[src/rtl/spi_reg_bridge_ctrl.sv]
`default_nettype none
// ============================================================================
//  Module   : spi_reg_bridge_ctrl
//  Brief    : Command sequencer between an SPI byte slave and an 8-bit
//             register bus. Each chip-select frame is CMD, ADDR, DATA...;
//             data bytes become bus writes, or reads whose results are fed
//             back to the slave transmit register. A status byte is preloaded
//             into the slave every time the sequencer returns to idle.
//  Revision : 1.0 - initial release
// ============================================================================
module spi_reg_bridge_ctrl #(
  parameter int ADDR_W  = 8,
  parameter int TIMEOUT = 255
) (
  input  logic              clk,
  input  logic              rst_n,
  input  logic              spi_frame_act,
  input  logic              spi_rx_valid,
  input  logic [7:0]        spi_rx_data,
  output logic              spi_tx_valid,
  output logic [7:0]        spi_tx_data,
  output logic              bus_req,
  output logic              bus_we,
  output logic [ADDR_W-1:0] bus_addr,
  output logic [7:0]        bus_wdata,
  input  logic [7:0]        bus_rdata,
  input  logic              bus_ack,
  output logic              err
);

  typedef enum logic [3:0] {
    S_IDLE       = 4'd0,
    S_CMD        = 4'd1,
    S_ADDR       = 4'd2,
    S_WR_DATA    = 4'd3,
    S_WR_WAIT    = 4'd4,
    S_RD_REQ     = 4'd5,
    S_RD_WAIT    = 4'd6,
    S_RD_PRESENT = 4'd7,
    S_DRAIN      = 4'd8,
    S_ABORT_WAIT = 4'd9
  } state_t;

  // Last counter value before the request is abandoned (request lasts TIMEOUT cycles)
  localparam logic [15:0] C_TMO_LAST = 16'(TIMEOUT - 1);

  state_t              state_q, state_d;
  logic                act_prev_q, act_prev_d;
  logic                pend_q, pend_d;          // status preload owed to the slave
  logic                tx_valid_q, tx_valid_d;
  logic [7:0]          tx_data_q, tx_data_d;
  logic                req_q, req_d;
  logic                we_q, we_d;
  logic [ADDR_W-1:0]   addr_q, addr_d;
  logic [7:0]          wdata_q, wdata_d;
  logic                err_q, err_d;
  logic                last_ok_q, last_ok_d;
  logic                frame_err_q, frame_err_d; // any error seen in the current frame
  logic                rd_q, rd_d;
  logic                inc_q, inc_d;
  logic [15:0]         cnt_q, cnt_d;

  logic                w_ack;
  logic                w_tmo;
  logic                w_to_idle;
  logic [ADDR_W-1:0]   w_addr_in;

  // Address byte is zero-extended or truncated to the bus address width
  generate
    if (ADDR_W > 8) begin : g_addr_ext
      assign w_addr_in = {{(ADDR_W-8){1'b0}}, spi_rx_data};
    end else begin : g_addr_trunc
      assign w_addr_in = spi_rx_data[ADDR_W-1:0];
    end
  endgenerate

  // An ack only counts while a request is outstanding; ack beats timeout expiry
  assign w_ack = req_q & bus_ack;
  assign w_tmo = req_q & ~bus_ack & (cnt_q == C_TMO_LAST);

  // Next-state and datapath computation for the whole sequencer
  always_comb begin
    state_d     = state_q;
    act_prev_d  = spi_frame_act;
    pend_d      = pend_q;
    tx_valid_d  = 1'b0;
    tx_data_d   = tx_data_q;
    req_d       = req_q;
    we_d        = we_q;
    addr_d      = addr_q;
    wdata_d     = wdata_q;
    err_d       = err_q;
    last_ok_d   = last_ok_q;
    frame_err_d = frame_err_q;
    rd_d        = rd_q;
    inc_d       = inc_q;
    cnt_d       = cnt_q;
    w_to_idle   = 1'b0;

    // Bus handshake bookkeeping is shared by every state holding a request
    if (req_q) begin
      if (w_ack || w_tmo) begin
        req_d = 1'b0;
        cnt_d = 16'd0;
      end else begin
        cnt_d = cnt_q + 16'd1;
      end
    end
    if (w_tmo) begin
      err_d       = 1'b1;
      frame_err_d = 1'b1;
    end

    if (pend_q) begin
      tx_valid_d = 1'b1;
      tx_data_d  = {err_q, 6'b0, last_ok_q};
      pend_d     = 1'b0;
    end

    if (state_q == S_IDLE) begin
      // Rising edge only: a frame that began during ABORT_WAIT is never picked up
      if (spi_frame_act && !act_prev_q) begin
        state_d     = S_CMD;
        frame_err_d = 1'b0;
      end
    end else if (state_q == S_ABORT_WAIT) begin
      if (!req_q || w_ack || w_tmo) begin
        w_to_idle = 1'b1;
      end
    end else if (!spi_frame_act) begin
      // Frame end wins over any byte arriving in the same cycle
      if (req_q && !w_ack && !w_tmo) begin
        state_d = S_ABORT_WAIT;
      end else begin
        w_to_idle = 1'b1;
      end
    end else begin
      case (state_q)
        S_CMD: begin
          if (spi_rx_valid) begin
            if (spi_rx_data[5]) begin
              err_d = 1'b0;
            end
            rd_d  = spi_rx_data[7];
            inc_d = spi_rx_data[6];
            if (spi_rx_data[4:0] != 5'd0) begin
              err_d       = 1'b1;
              frame_err_d = 1'b1;
              state_d     = S_DRAIN;
            end else begin
              state_d = S_ADDR;
            end
          end
        end
        S_ADDR: begin
          if (spi_rx_valid) begin
            addr_d = w_addr_in;
            if (rd_q) begin
              req_d   = 1'b1;
              we_d    = 1'b0;
              state_d = S_RD_REQ;
            end else begin
              state_d = S_WR_DATA;
            end
          end
        end
        S_WR_DATA: begin
          if (spi_rx_valid) begin
            wdata_d = spi_rx_data;
            we_d    = 1'b1;
            req_d   = 1'b1;
            state_d = S_WR_WAIT;
          end
        end
        S_WR_WAIT, S_RD_REQ, S_RD_WAIT: begin
          // Byte arriving mid-transaction is lost; the transaction itself carries on
          if (spi_rx_valid) begin
            err_d       = 1'b1;
            frame_err_d = 1'b1;
          end
          if (w_ack) begin
            if (inc_q) begin
              addr_d = addr_q + 1'b1;
            end
            if (state_q == S_WR_WAIT) begin
              state_d = S_WR_DATA;
            end else begin
              tx_valid_d = 1'b1;
              tx_data_d  = bus_rdata;
              state_d    = S_RD_PRESENT;
            end
          end else if (w_tmo) begin
            state_d = S_DRAIN;
          end else if (state_q == S_RD_REQ) begin
            state_d = S_RD_WAIT;
          end
        end
        S_RD_PRESENT: begin
          // The master clocking a byte out means it consumed the read data
          if (spi_rx_valid) begin
            req_d   = 1'b1;
            we_d    = 1'b0;
            state_d = S_RD_REQ;
          end
        end
        S_DRAIN: begin
          state_d = S_DRAIN;
        end
        default: begin
          state_d = S_IDLE;
        end
      endcase
    end

    if (w_to_idle) begin
      state_d   = S_IDLE;
      pend_d    = 1'b1;
      last_ok_d = ~frame_err_d;
    end
  end

  // State and output registers; pend starts set so a status byte follows reset
  always_ff @(posedge clk or negedge rst_n) begin
    if (!rst_n) begin
      state_q     <= S_IDLE;
      act_prev_q  <= 1'b0;
      pend_q      <= 1'b1;
      tx_valid_q  <= 1'b0;
      tx_data_q   <= 8'd0;
      req_q       <= 1'b0;
      we_q        <= 1'b0;
      addr_q      <= '0;
      wdata_q     <= 8'd0;
      err_q       <= 1'b0;
      last_ok_q   <= 1'b0;
      frame_err_q <= 1'b0;
      rd_q        <= 1'b0;
      inc_q       <= 1'b0;
      cnt_q       <= 16'd0;
    end else begin
      state_q     <= state_d;
      act_prev_q  <= act_prev_d;
      pend_q      <= pend_d;
      tx_valid_q  <= tx_valid_d;
      tx_data_q   <= tx_data_d;
      req_q       <= req_d;
      we_q        <= we_d;
      addr_q      <= addr_d;
      wdata_q     <= wdata_d;
      err_q       <= err_d;
      last_ok_q   <= last_ok_d;
      frame_err_q <= frame_err_d;
      rd_q        <= rd_d;
      inc_q       <= inc_d;
      cnt_q       <= cnt_d;
    end
  end

  assign spi_tx_valid = tx_valid_q;
  assign spi_tx_data  = tx_data_q;
  assign bus_req      = req_q;
  assign bus_we       = we_q;
  assign bus_addr     = addr_q;
  assign bus_wdata    = wdata_q;
  assign err          = err_q;

endmodule
`default_nettype wire
[config.mk]
export PLATFORM = sky130hd
export DESIGN_NAME = spi_reg_bridge_ctrl
export DESIGN_NICKNAME = d
export VERILOG_FILES = /design/src/rtl/spi_reg_bridge_ctrl.sv
export SDC_FILE = /design/constraint.sdc
export NUM_CORES = 1
export LEC_CHECK = 0
export ABC_AREA = 1
export CAP_MARGIN = 25
export CORE_MARGIN = 5
export CORE_UTILIZATION = 40
export DETAILED_ROUTE_END_ITERATION = 10
export PLACE_DENSITY = 0.7
export SLEW_MARGIN = 20
export SYNTH_ARGS = -nofsm -noshare
export SYNTH_HDL_FRONTEND = slang
export SYNTH_SLANG_ARGS = --single-unit
[constraint.sdc]
create_clock -name clk -period 1.7 [get_ports clk]
set_input_delay 0.17 -clock clk [delete_from_list [all_inputs] [get_ports clk]]
set_output_delay 0.17 -clock clk [all_outputs]
set_load 0.005 [all_outputs]
==> flow_metrics.env, run 1 <==
export IMPL_stdcell_count=568
export IMPL_cts_made_buffers=5
export IMPL_clk_pin_slew_ps=110
export IMPL_antenna_found_initial=0
export IMPL_dp_hpwl_mm=5.66
export IMPL_setup_ws_ps=53.3
export IMPL_power_mw=5.71
export IMPL_startpoint_type="register"
export IMPL_routedWlPerCell_um=13.4
export IMPL_tightestPinTransition_ps=525
export IMPL_maxCapViolCount=0
export IMPL_syn_nets=415
export IMPL_ios=49
export IMPL_gp_congestion=0.904
export IMPL_hold_path_class="in -> async"
export IMPL_cts_tree="built"
export IMPL_setup_viol=0
export IMPL_cts_sinks=54
export IMPL_vdd_drop_max_mv=0.806
export IMPL_rows=31
export IMPL_rsz0062_at_grt="yes"
export IMPL_p_leak_nw=1.91
export IMPL_die_height_um=95.8
export IMPL_nets=492
export IMPL_ctsRootBufferMaster="clkbuf_8"
export IMPL_core_area_um2=7210
export IMPL_regToRegSetupSlack_ps=50
export IMPL_maxSlewViolCount=0
export IMPL_slew_headroom_pct=65.0
export IMPL_synth_edf_count=0
export IMPL_r2r_end="state_q[2]"
export IMPL_multi_input_area_um2=1460
export IMPL_ys_types=33
export IMPL_p_int_mw=3.32
export IMPL_fmax_mhz=607
export IMPL_syn_area_um2=2940
export IMPL_num_vias=2817
export IMPL_grt_max_degree=24
export IMPL_crit_type="reg -> reg"
export IMPL_dieArea_um2=9180
export IMPL_power_per_cell_area_nw_per_um2=1450
export IMPL_antenna_left=0
export IMPL_grt_total_usage_pct=17.2
export IMPL_fin_crit_ps=1650
export IMPL_first_global_vias=2761
export IMPL_antenna_cells=0
export IMPL_arrival_ps=1870
export IMPL_nFillCells=696
export IMPL_drc=0
export IMPL_hold_violations=0
export IMPL_seq_area_um2=1350
export IMPL_clock_skew_ps=13.1
export IMPL_r2r_cells=12
export IMPL_required_ps=1920
export IMPL_ys_ff_latch=54
export IMPL_timing_rr_start="cnt_q[0]"
export IMPL_finalWirelength_mm=7.63
export IMPL_pwr_share_comb_pct=48.3
export IMPL_overflow=0
export IMPL_area_delta_synth_final_pct=34.0
export IMPL_drive_above_1_share_pct=17.3
export IMPL_p_clk_share_pct=13.3
export IMPL_synth_cells=391
export IMPL_switching_share_pct=41.8
export IMPL_critPathMaxFanout=3
export IMPL_synthArstFlopShare_pct=100
export IMPL_grt_pass1_wl_mm=12.6
export IMPL_cp_startpoint="cnt_q[0]"
export IMPL_viasPerCell=4.96
export IMPL_seq_area_frac_synth_pct=45.9
export IMPL_syn_area_per_cell_um2=7.53
export IMPL_fin_crit_sh_pct=96.9
export IMPL_numPortBuffers=48
export IMPL_h_tree_depth=2
export IMPL_yosys_warnings=0
export IMPL_dp_slack_ps=-9.17
export IMPL_initial_utilization_pct=40.8
export IMPL_place_inst=551
export IMPL_insertion_delay_ps=320
export IMPL_dr_pass1_iters=4
export IMPL_cts_buffer_depth=2
export IMPL_end_kind="register"
export IMPL_switchingPower_mw=2.39
export IMPL_synth_ff_type="dfrtp_1"
export IMPL_die_w_um=95.8
export IMPL_power_frac_seq_pct=38.3
export IMPL_status="finished, final reports clean"
export IMPL_initialDrtViolationCount=193
[placed cells by master, fill, tap and decap left out, types with 3 or more instances in the layout]
cell / instances
o22ai_1: 4
buf_4: 27
nor2_4: 3
nor2_2: 9
clkbuf_8: 5
nand2_2: 6
nand3_1: 31
a31oi_1: 3
inv_1: 40
o21ai_1: 12
xor2_1: 6
o21ai_0: 27
nand4_1: 5
dfrtp_1: 52
nand2_4: 4
nand3_2: 5
clkdlybuf4s50_1: 47
xnor2_1: 3
a21oi_1: 9
inv_2: 6
nand2_1: 107
nor2_1: 28
[power by group through the flow]
stage / Clock, mW / Combinational, mW / Sequential (mW)
2_1_floorplan: 0 / 1.49 / 2.10
3_3_place_gp: 0 / 2.42 / 2.19
3_5_place_dp: 0 / 2.48 / 2.20
4_1_cts: 0.783 / 2.52 / 2.18
5_1_grt: 0.824 / 3.09 / 2.26
6_report: 0.762 / 2.76 / 2.19
[per-stage QoR]
step           hold slack [ps]  cell area, um2  utilization (%)  setup TNS (ps)
2_1_floorplan             -126            2940                -               0
3_3_place_gp               168            3680             51.0               0
3_5_place_dp               174            3680             51.0           -25.1
4_1_cts                    368            3790             52.5               0
5_1_grt                    399            3950             54.7            -669
6_report                   354            3950             54.7               0
[cells by family after synthesis]
kind of cell	share of synthesized area [%]
AO/OA/AOI/OAI	11.3
XOR/XNOR	2.68
adder cells (fa/ha/maj)	1.28
buffers and inverters	7.90
flip-flops	45.9
multiplexers	0.340
AND/OR/NAND/NOR	30.6
[how the worst max path moves through the flow]
stage | end
detailed placement | bus_addr[1]
global route | state_q[3]
floorplan | bus_addr[1]
CTS | bus_addr[1]
global placement | bus_addr[1]
finish | state_q[2]
[layout make-up]
type	count	area share (%)
sequential	54	34.3
inverter	49	4.72
clock inverter	3	0.571
timing repair buffer	78	18.5
clock buffer	5	1.74
multi-input combinational	280	37.1
tap	99	3.14
[layer usage]
metal / routed length [um] / global-route usage [%] / vias to the layer above
li1: - / - / 1418
met1: 3560 / 23.1 / 1319
met2: 3590 / 28.5 / 73
met3: 419 / 3.67 / 7
met4: 63 / 3.91 / 0
met5: 0 / 0 / -
[timing repair]
action,CTS,global route
cloned,0,0
gates resized for setup,1,34
endpoints found under the setup margin,2,35
endpoints found under the hold margin,18,0
pin swaps,0,10
hold buffers,1,0
setup buffers,1,7
[worst max-delay path: stages, from the launching register on]
cell and delay (ps):
dfrtp_1 410, inv_1 60, ha_2 180, inv_2 40, nor2_2 90, nand2_1 60, nor2_2 150, nand3_2 100
buf_4 160, nand3_1 70, a21oi_1 80, nand3_1 90, nand2_1 50
[registers in the layout (all words and copies together), names as in the netlist]
register      cells
cnt_q            16
bus_addr          8
bus_wdata         8
spi_tx_data       8
state_q           4
act_prev_q        1
bus_req           1
bus_we            1
err               1
frame_err_q       1
inc_q             1
last_ok_q         1
pend_q            1
rd_q              1
spi_tx_valid      1
[cells in the mapped netlist (3+ instances only)]
| cell | n | area (um2) |
|---|---|---|
| clkbuf_1 | 3 | 11.3 |
| inv_2 | 4 | 15.0 |
| ha_1 | 3 | 37.5 |
| inv_1 | 43 | 161 |
| a31oi_1 | 3 | 18.8 |
| nand2_1 | 115 | 432 |
| nand4_1 | 5 | 31.3 |
| o22ai_1 | 4 | 25.0 |
| nor3_1 | 4 | 20.0 |
| nand3_1 | 35 | 175 |
| nor2_1 | 36 | 135 |
| xor2_1 | 6 | 52.6 |
| o21ai_1 | 11 | 55.1 |
| dfrtp_1 | 53 | 1330 |
| xnor2_1 | 3 | 26.3 |
| a21oi_1 | 9 | 45.0 |
| buf_2 | 3 | 15.0 |
| o21ai_0 | 28 | 140 |
Power figures use the tool's default switching activity.
==> run 2, diff against run 1 <==
==> constraint.sdc (replaced) <==
create_clock -name clk -period 1.9 [get_ports clk]
set_input_delay 0.19 -clock clk [delete_from_list [all_inputs] [get_ports clk]]
set_output_delay 0.19 -clock clk [all_outputs]
set_load 0.005 [all_outputs]
==> run 2 against run 1 <==
  * Routed wire length is 5.7% lower
  * Total power is 15% lower
  * Combinational power is 23% lower
  * Via count is 1.7% lower
  * Core utilization is 3.3 points lower
==> flow_metrics.env, run 2 (synthesis gave the netlist of run 1 again) <==
export IMPL_status="finished, final reports clean"
export IMPL_crit_path_max_incr_delay_ps=430
export IMPL_cpMostUsedCell="nand2_1"
export IMPL_core_area_um2=7210
export IMPL_drive_above_1_share_pct=8.93
export IMPL_crit_type="reg -> reg"
export IMPL_gp_congestion=0.920
export IMPL_dieArea_um2=9180
export IMPL_crit_chain="inv_1, nand2_1, nor3_1, nor2_1, nand2_1, nor2_4, nand2_1, nand2_1, nand2_1, o21ai_0"
export IMPL_ctsRootBufferMaster="clkbuf_8"
export IMPL_cts_buffer_depth=2
export IMPL_grt_total_usage_pct=16.9
export IMPL_grt_pass1_wl_mm=12.3
export IMPL_cts_sinks=54
export IMPL_stdcell_count=547
export IMPL_cpMaxStageDelayCell="dfrtp_1"
export IMPL_initial_utilization_pct=40.8
export IMPL_grt_max_degree=35
export IMPL_place_inst=538
export IMPL_arrival_ps=1900
export IMPL_clock_skew_ps=6.03
export IMPL_fin_util_pct=51.4
export IMPL_antenna_found_initial=0
export IMPL_cts_made_buffers=5
export IMPL_nets=471
export IMPL_vdd_drop_max_mv=0.575
export IMPL_maxSlewViolCount=0
export IMPL_die_w_um=95.8
export IMPL_startpoint_type="register"
export IMPL_viasPerCell=5.06
export IMPL_hold_violations=0
export IMPL_dp_hpwl_mm=5.40
export IMPL_ios=49
export IMPL_fin_tns_setup_ps=0
export IMPL_tightestPinTransition_ps=507
export IMPL_clk_pin_slew_ps=90
export IMPL_slew_headroom_pct=66.2
export IMPL_cts_tree="built"
export IMPL_routedWlPerCell_um=13.2
export IMPL_fin_crit_sh_pct=89.5
export IMPL_drc=0
export IMPL_finalWirelength_mm=7.20
export IMPL_antenna_cells=0
export IMPL_regMostFlops="cnt_q"
export IMPL_end_kind="register"
export IMPL_die_height_um=95.8
export IMPL_antenna_left=0
export IMPL_rows=31
export IMPL_fin_crit_ps=1700
export IMPL_required_ps=2100
export IMPL_postCtsSetupRepairBufs=0
export IMPL_numPortBuffers=48
export IMPL_dr_pass1_iters=4
export IMPL_insertion_delay_ps=310
export IMPL_final_cell_mix="nand2_1, dfrtp_1, clkdlybuf4s50_1"
export IMPL_h_tree_depth=2
export IMPL_layout_commonest_cell="nand2_1"
export IMPL_power_mw=4.87
export IMPL_overflow=0
export IMPL_initialDrtViolationCount=180
export IMPL_critPathMaxFanout=4
export IMPL_maxCapViolCount=0
export IMPL_area_delta_synth_final_pct=25.9
export IMPL_first_global_vias=2761
export IMPL_setup_viol=0
export IMPL_fmax_mhz=588
export IMPL_largest_reg_flops=16
export IMPL_num_vias=2768
export IMPL_p_leak_nw=1.77
export IMPL_rsz0062_at_grt="no"
export IMPL_hold_path_class="in -> async"
export IMPL_power_per_cell_area_nw_per_um2=1310
run 2: final cells by class:
type	count	area [um2]
multi-input cells	280	1370
fillers	714	3510
well taps	99	124
clock buffers	6	72.6
inverters	49	188
repair buffers	57	558
flip-flops and latches	54	1350
clock inverters	2	37.5
run 2: what timing repair did:
| action | CTS | global route |
|---|---|---|
| resized for setup | 0 | 8 |
| hold endpoints to repair | 20 | 0 |
| hold buffers | 1 | 0 |
| endpoints found under the setup margin | 0 | 11 |
run 2: critical path: cells and delay by family (launching register included):
kind / cells / cell delay (ps)
buf+inv: 1 / 90
compound gates: 1 / 70
simple gates: 8 / 1020
flops: 1 / 430
run 2: worst paths after layout:
path	slack [ps]	endpoint	from	cells after the start
max	200	frame_err_q	state_q[1]	10
min	380	spi_tx_data[7]	rst_n	2
max in group asynchronous	910	pend_q	rst_n	3
min in group clk	430	spi_tx_data[4]	bus_rdata[4]	3
min reg2reg	510	spi_tx_data[1]	spi_tx_data[1]	2
max reg2reg	200	frame_err_q	state_q[1]	10
run 2: per-stage QoR:
step	cell area (um2)	setup WS, ps	hold WS [ps]
global placement	3570	151	190
finish	3710	200	385
CTS	3690	169	411
detailed placement	3570	125	196
global route	3710	35.5	436
floorplan	2940	337	-106
run 2: power breakdown:
group	internal (mW)	total (mW)	switching [mW]
sequential	1.56	1.96	0.401
clock	0.394	0.774	0.381
combinational	0.959	2.13	1.17
total	2.91	4.87	1.95
run 2: per-layer routing:
layer  vias up  wire, um  share of wire [%]  GRT usage [%]
li1       1370         -                  -              -
met1      1274      3210                 45           21.7
met2       115      3300                 46           27.5
met3         9       592                8.2           4.22
met4         0        99                1.4           6.16
met5         -         0                  0              0
